--- src/rtl/freq_bin2bcd_seq.sv ---
// Sequential double-dabble binary-to-BCD converter, one input bit per clock.
// Define BIN2BCD_SATURATE_EN to force all-nines on overflow instead of truncation.
module freq_bin2bcd_seq #(
    parameter int unsigned BIN_W  = 20,
    parameter int unsigned DIGITS = 4
) (
    input  logic                  CLK,
    input  logic                  reset,
    input  logic                  start,
    input  logic [BIN_W-1:0]      bnum,
    output logic                  busy,
    output logic                  valid,
    output logic [4*DIGITS-1:0]   BCD,
    output logic                  ovf
);

    localparam int unsigned BCD_W = 4 * DIGITS;
    localparam int unsigned CNT_W = (BIN_W > 1) ? $clog2(BIN_W) : 1;
    localparam logic [CNT_W-1:0] LAST_CNT = CNT_W'(BIN_W - 1);

    typedef enum logic [1:0] {
        S_IDLE,
        S_SHIFT,
        S_DONE
    } state_t;

    state_t             r_state;
    state_t             w_next;
    logic [BIN_W-1:0]   r_sh;
    logic [BCD_W-1:0]   r_acc;
    logic [BCD_W-1:0]   w_adj;
    logic               r_carry;
    logic [CNT_W-1:0]   r_cnt;
    logic [BCD_W-1:0]   r_bcd;
    logic               r_ovf;
    logic               r_valid;

    always_ff @(posedge CLK or negedge reset) begin
        if (!reset) begin
            r_state <= S_IDLE;
        end else begin
            r_state <= w_next;
        end
    end

    always_comb begin
        w_next = r_state;
        case (r_state)
            S_IDLE:  if (start) w_next = S_SHIFT;
            S_SHIFT: if (r_cnt == LAST_CNT) w_next = S_DONE;
            S_DONE:  w_next = S_IDLE;
            default: w_next = S_IDLE;
        endcase
    end

    // Add-3 correction on every nibble that would reach 10 or more after doubling
    always_comb begin
        w_adj = r_acc;
        for (int unsigned d = 0; d < DIGITS; d++) begin
            if (r_acc[4*d +: 4] >= 4'd5) begin
                w_adj[4*d +: 4] = r_acc[4*d +: 4] + 4'd3;
            end
        end
    end

    always_ff @(posedge CLK or negedge reset) begin
        if (!reset) begin
            r_sh    <= '0;
            r_acc   <= '0;
            r_carry <= 1'b0;
            r_cnt   <= '0;
            r_bcd   <= '0;
            r_ovf   <= 1'b0;
            r_valid <= 1'b0;
        end else begin
            r_valid <= 1'b0;
            case (r_state)
                S_IDLE: begin
                    if (start) begin
                        r_sh    <= bnum;
                        r_acc   <= '0;
                        r_carry <= 1'b0;
                        r_cnt   <= '0;
                    end
                end
                S_SHIFT: begin
                    // A bit leaving the top digit means the value no longer fits the display
                    {r_acc, r_sh} <= {w_adj[BCD_W-2:0], r_sh, 1'b0};
                    r_carry       <= r_carry | w_adj[BCD_W-1];
                    r_cnt         <= r_cnt + 1'b1;
                end
                S_DONE: begin
`ifdef BIN2BCD_SATURATE_EN
                    r_bcd <= r_carry ? {DIGITS{4'h9}} : r_acc;
`else
                    r_bcd <= r_acc;
`endif
                    r_ovf   <= r_carry;
                    r_valid <= 1'b1;
                end
                default: ;
            endcase
        end
    end

    assign busy  = (r_state != S_IDLE);
    assign valid = r_valid;
    assign BCD   = r_bcd;
    assign ovf   = r_ovf;

endmodule
--- config.mk ---
export PLATFORM = sky130hd
export DESIGN_NAME = freq_bin2bcd_seq
export DESIGN_NICKNAME = d
export VERILOG_FILES = /design/src/rtl/freq_bin2bcd_seq.sv
export SDC_FILE = /design/constraint.sdc
export NUM_CORES = 1
export LEC_CHECK = 0
export CAP_MARGIN = 20
export CORE_MARGIN = 8
export CORE_UTILIZATION = 30
export DETAILED_ROUTE_END_ITERATION = 7
export GPL_TIMING_DRIVEN = 0
export PLACE_DENSITY = 0.59
export SETUP_SLACK_MARGIN = 0.4
export SYNTH_ARGS = -nofsm -noshare
export SYNTH_HDL_FRONTEND = slang
export SYNTH_SLANG_ARGS = --single-unit
--- constraint.sdc ---
create_clock -name CLK -period 2.45 [get_ports CLK]
set_input_delay 0.3675 -clock CLK [delete_from_list [all_inputs] [get_ports CLK]]
set_output_delay 0.3675 -clock CLK [all_outputs]
set_load 0.05 [all_outputs]
==> out/qor.csv <==
stage,metric,value,unit
min_path,hold_class,primary input to asynchronous set/reset pin,
placement,gp_congestion,0.7897,
run_status,status,"complete, no violations",
yosys,synth.distinct_cells,36,
clocking,cts_hold_buf,0,
worst_setup_path,crit_top_cell,buf_4,
cells_and_area,fillers,986,
yosys,syn-num-nets,333,
cells_and_area,antenna_cells,0,
yosys,ys_seq_area_share,51.62,%
grt,grtUsageTotal,10.62,%
worst_setup_path,crit_path_end_kind,output port,
yosys,synth_top_area_share,51.62,%
worst_setup_path,crit_arrival,1610,ps
timing,finalSetupTns,0,ps
yosys,synth_area,3005,µm²
timing,rsz0062_at_grt,false,
yosys,ys_ff_latch,62,
yosys,yosysWarningCount,0,
cells_and_area,final_layout_size_suffix_gt1_share,10.58,%
clocking,post_cts_resized,5,
cells_and_area,utilization,39.38,%
floorplanning,io_pins,42,
pwr,vdd_drop_max,381.4,µV
clocking,clk_pin_slew,70,ps
drt,ant_nets,0,
pwr,clkPwrFrac,20.3,%
clocking,postCtsSetupBuffers,0,
timing,finalCritPeriodShare,80.68,%
yosys,ys.flop_type,dfrtp_1,
floorplanning,coreArea,9729,µm²
clocking,cts_buffers,9,
worst_setup_path,cp.required,2080,ps
yosys,synth_area_leaders,"dfrtp_1 (52%), nand2_1 (6.4%), o21ai_0 (5.7%)",
pwr,swShare,40.42,%
timing,clock_skew,8.257,ps
clocking,root_buffer,clkbuf_8,
drt,detail_route.wl_per_cell,13.80,µm
timing,hold_viol,0,
pwr,p_comb_share,46.3,%
grt,antenna_found_initial,0,
worst_setup_path,cp_num_buf_inv,4,
clocking,clk_latency,340,ps
clocking,htree_levels,3,
pwr,power.internal,0.003059,W
worst_setup_path,crit_path_start_kind,flop,
drt,vias_per_cell,4.797,
drt,drt-initial-drc-count,120,
cells_and_area,syn_to_final_growth,27.48,%
floorplanning,row_count,36,
yosys,yosysTopAreaCell,dfrtp_1,
worst_setup_path,slowest_delay,360,ps
clocking,cts.path.max_buffers,2,
yosys,synth-edff-count,0,
clocking,cts_tree,built,
worst_setup_path,crit_fanout,10,
yosys,async_flop_share,100.0,%
floorplanning,start_util,30.89,%
timing,drv_slew,0,
drt,drc,0,
grt,grt_pass1_wl,11320,µm
floorplanning,die-width,116.1,µm
pwr,p_sw,0.002075,W
yosys,syn_area_per_cell,9.985,µm²
timing,slew_headroom,63.98,%
run,drv_cap,0,
worst_setup_path,path_delay_family,buffers and inverters,
grt,grt_max_degree,41,
placement,io_buffers,41,
pwr,powerDensity,1340,nW/µm²
placement,hpwlAfterDp,4891,µm
cells_and_area,fin_nets,386,
pwr,power_frac_seq,33.4,%
drt,firstDrtPassIters,4,
yosys,synth_cells,301,
timing,timing.fmax,505.9,MHz
drt,totalWireLength,6792,µm
grt,grt_pass1_vias,2380,
timing,setup_viol,0,
pwr,p_leak,1.751,nW
floorplanning,die_area,13480,µm²
worst_setup_path,worstPathCellList,buf_4 -> buf_2 -> buf_4 -> or2_1 -> buf_4,
drt,via_count,2360,
clocking,cts.sinks,62,
worst_setup_path,crit_type,flop to output port,
worst_setup_path,slowest_stage,dfrtp_1,
timing,worst_pin_slew,540.3,ps
pwr,total_power,0.005134,W
grt,grt.overflow.total,0,
timing,min_period,1977,ps
floorplanning,die_h,116.1,µm
[sequential cells by signal (all words and copies together), names as in the netlist]
register  flops
r_sh         20
ovf           1
r_cnt         5
r_state       2
r_acc        16
r_carry       1
valid         1
BCD          16
[power groups by stage]
stage                     clock network (W)  registers [W]  logic, W
final                               0.00104        0.00172   0.00238
after CTS                           0.00106        0.00172   0.00240
after floorplan                           0        0.00207   0.00135
after detailed placement                  0        0.00174   0.00240
after global placement                    0        0.00172   0.00234
after global routing                0.00111        0.00178   0.00263
[cell type report]
type	count	area [µm²]	share of cell area, %
inverter	18	67.56	1.764
clock buffer	13	168.9	4.409
timing repair buffer	42	422.9	11.04
tap	133	166.4	4.344
sequential	62	1551	40.50
clock inverter	3	65.06	1.698
buffer	19	105.1	2.743
multi-input combinational	202	1284	33.51
[cell usage after synthesis, types with 5 or more instances]
cell and n:
a21oi_1 19, and3b_1 19, buf_2 13, dfrtp_1 62, ha_1 9, inv_1 18, nand2_1 51, nand2b_1 6
o2111ai_1 8, o21ai_0 34, o21ai_1 9, o31ai_1 5
[metal layers]
layer	part of all wire, %	wire length (µm)	track usage (%)
met5	0	0	0
met4	2.1	141	6.137
met3	3.4	232	1.861
met2	50	3368	17.03
met1	45	3050	13.21
[cells by family (layout without fill, tap and decap cells)]
group	Yosys count	in the layout	synth area share, %
flops	62	62	51.62
fa+ha+maj	9	9	3.747
mux	3	3	1.041
compound gates	98	98	20.77
xor+xnor	4	4	1.166
buf+inv	37	95	5.662
simple gates	88	88	15.99
[path summary, 6_finish.rpt]
| path | startpoint | endpoint | slack (ps) | cells after the start |
|---|---|---|---|---|
| worst max-delay path | r_state[0] | busy | 470 | 5 |
| worst min-delay path | reset | r_sh[9] | 10 | 1 |
| worst max register to register | r_acc[8] | r_acc[9] | 930 | 5 |
| worst min register to register | BCD[2] | BCD[2] | 480 | 2 |
| max in group asynchronous | reset | r_acc[10] | 1840 | 2 |
| min in group CLK | BCD[2] | BCD[2] | 480 | 2 |
[layout by cell type (no fill, tap or decap), drive strengths merged]
master	Yosys	layout
a21o	1	1
a21oi	19	19
a22o	1	1
a32o	4	4
and2b	1	1
and3b	19	19
buf	17	20
bufinv	0	2
clkbuf	2	15
clkdlybuf4s50	0	39
clkinv	0	1
dfrtp	62	62
ha	9	9
inv	18	18
mux2	1	1
mux2i	2	2
nand2	51	51
nand2b	6	6
nand4	2	2
nand4bb	1	1
nor2	1	1
nor2b	4	4
nor3b	1	1
o2111ai	8	8
o211ai	4	4
o21a	4	4
o21ai	43	43
o21ba	1	1
o21bai	1	1
o221ai	4	4
o31ai	5	5
o32ai	3	3
or2	1	1
or3b	1	1
xnor2	4	4
[through the flow]
| step | hold slack, ps | area (µm²) | instances | setup WS (ps) |
|---|---|---|---|---|
| 6_report | 10.99 | 3831 | 492 | 473.3 |
| 5_1_grt | 40.88 | 3831 | 492 | 403.0 |
| 4_1_cts | 21.07 | 3826 | 492 | 410.0 |
| 3_5_place_dp | 387.3 | 3597 | 476 | 257.5 |
| 3_3_place_gp | 462.5 | 3582 | 475 | -1022 |
| 2_1_floorplan | 71.91 | 3005 | 301 | 888.6 |
Power figures use the tool's default switching activity.
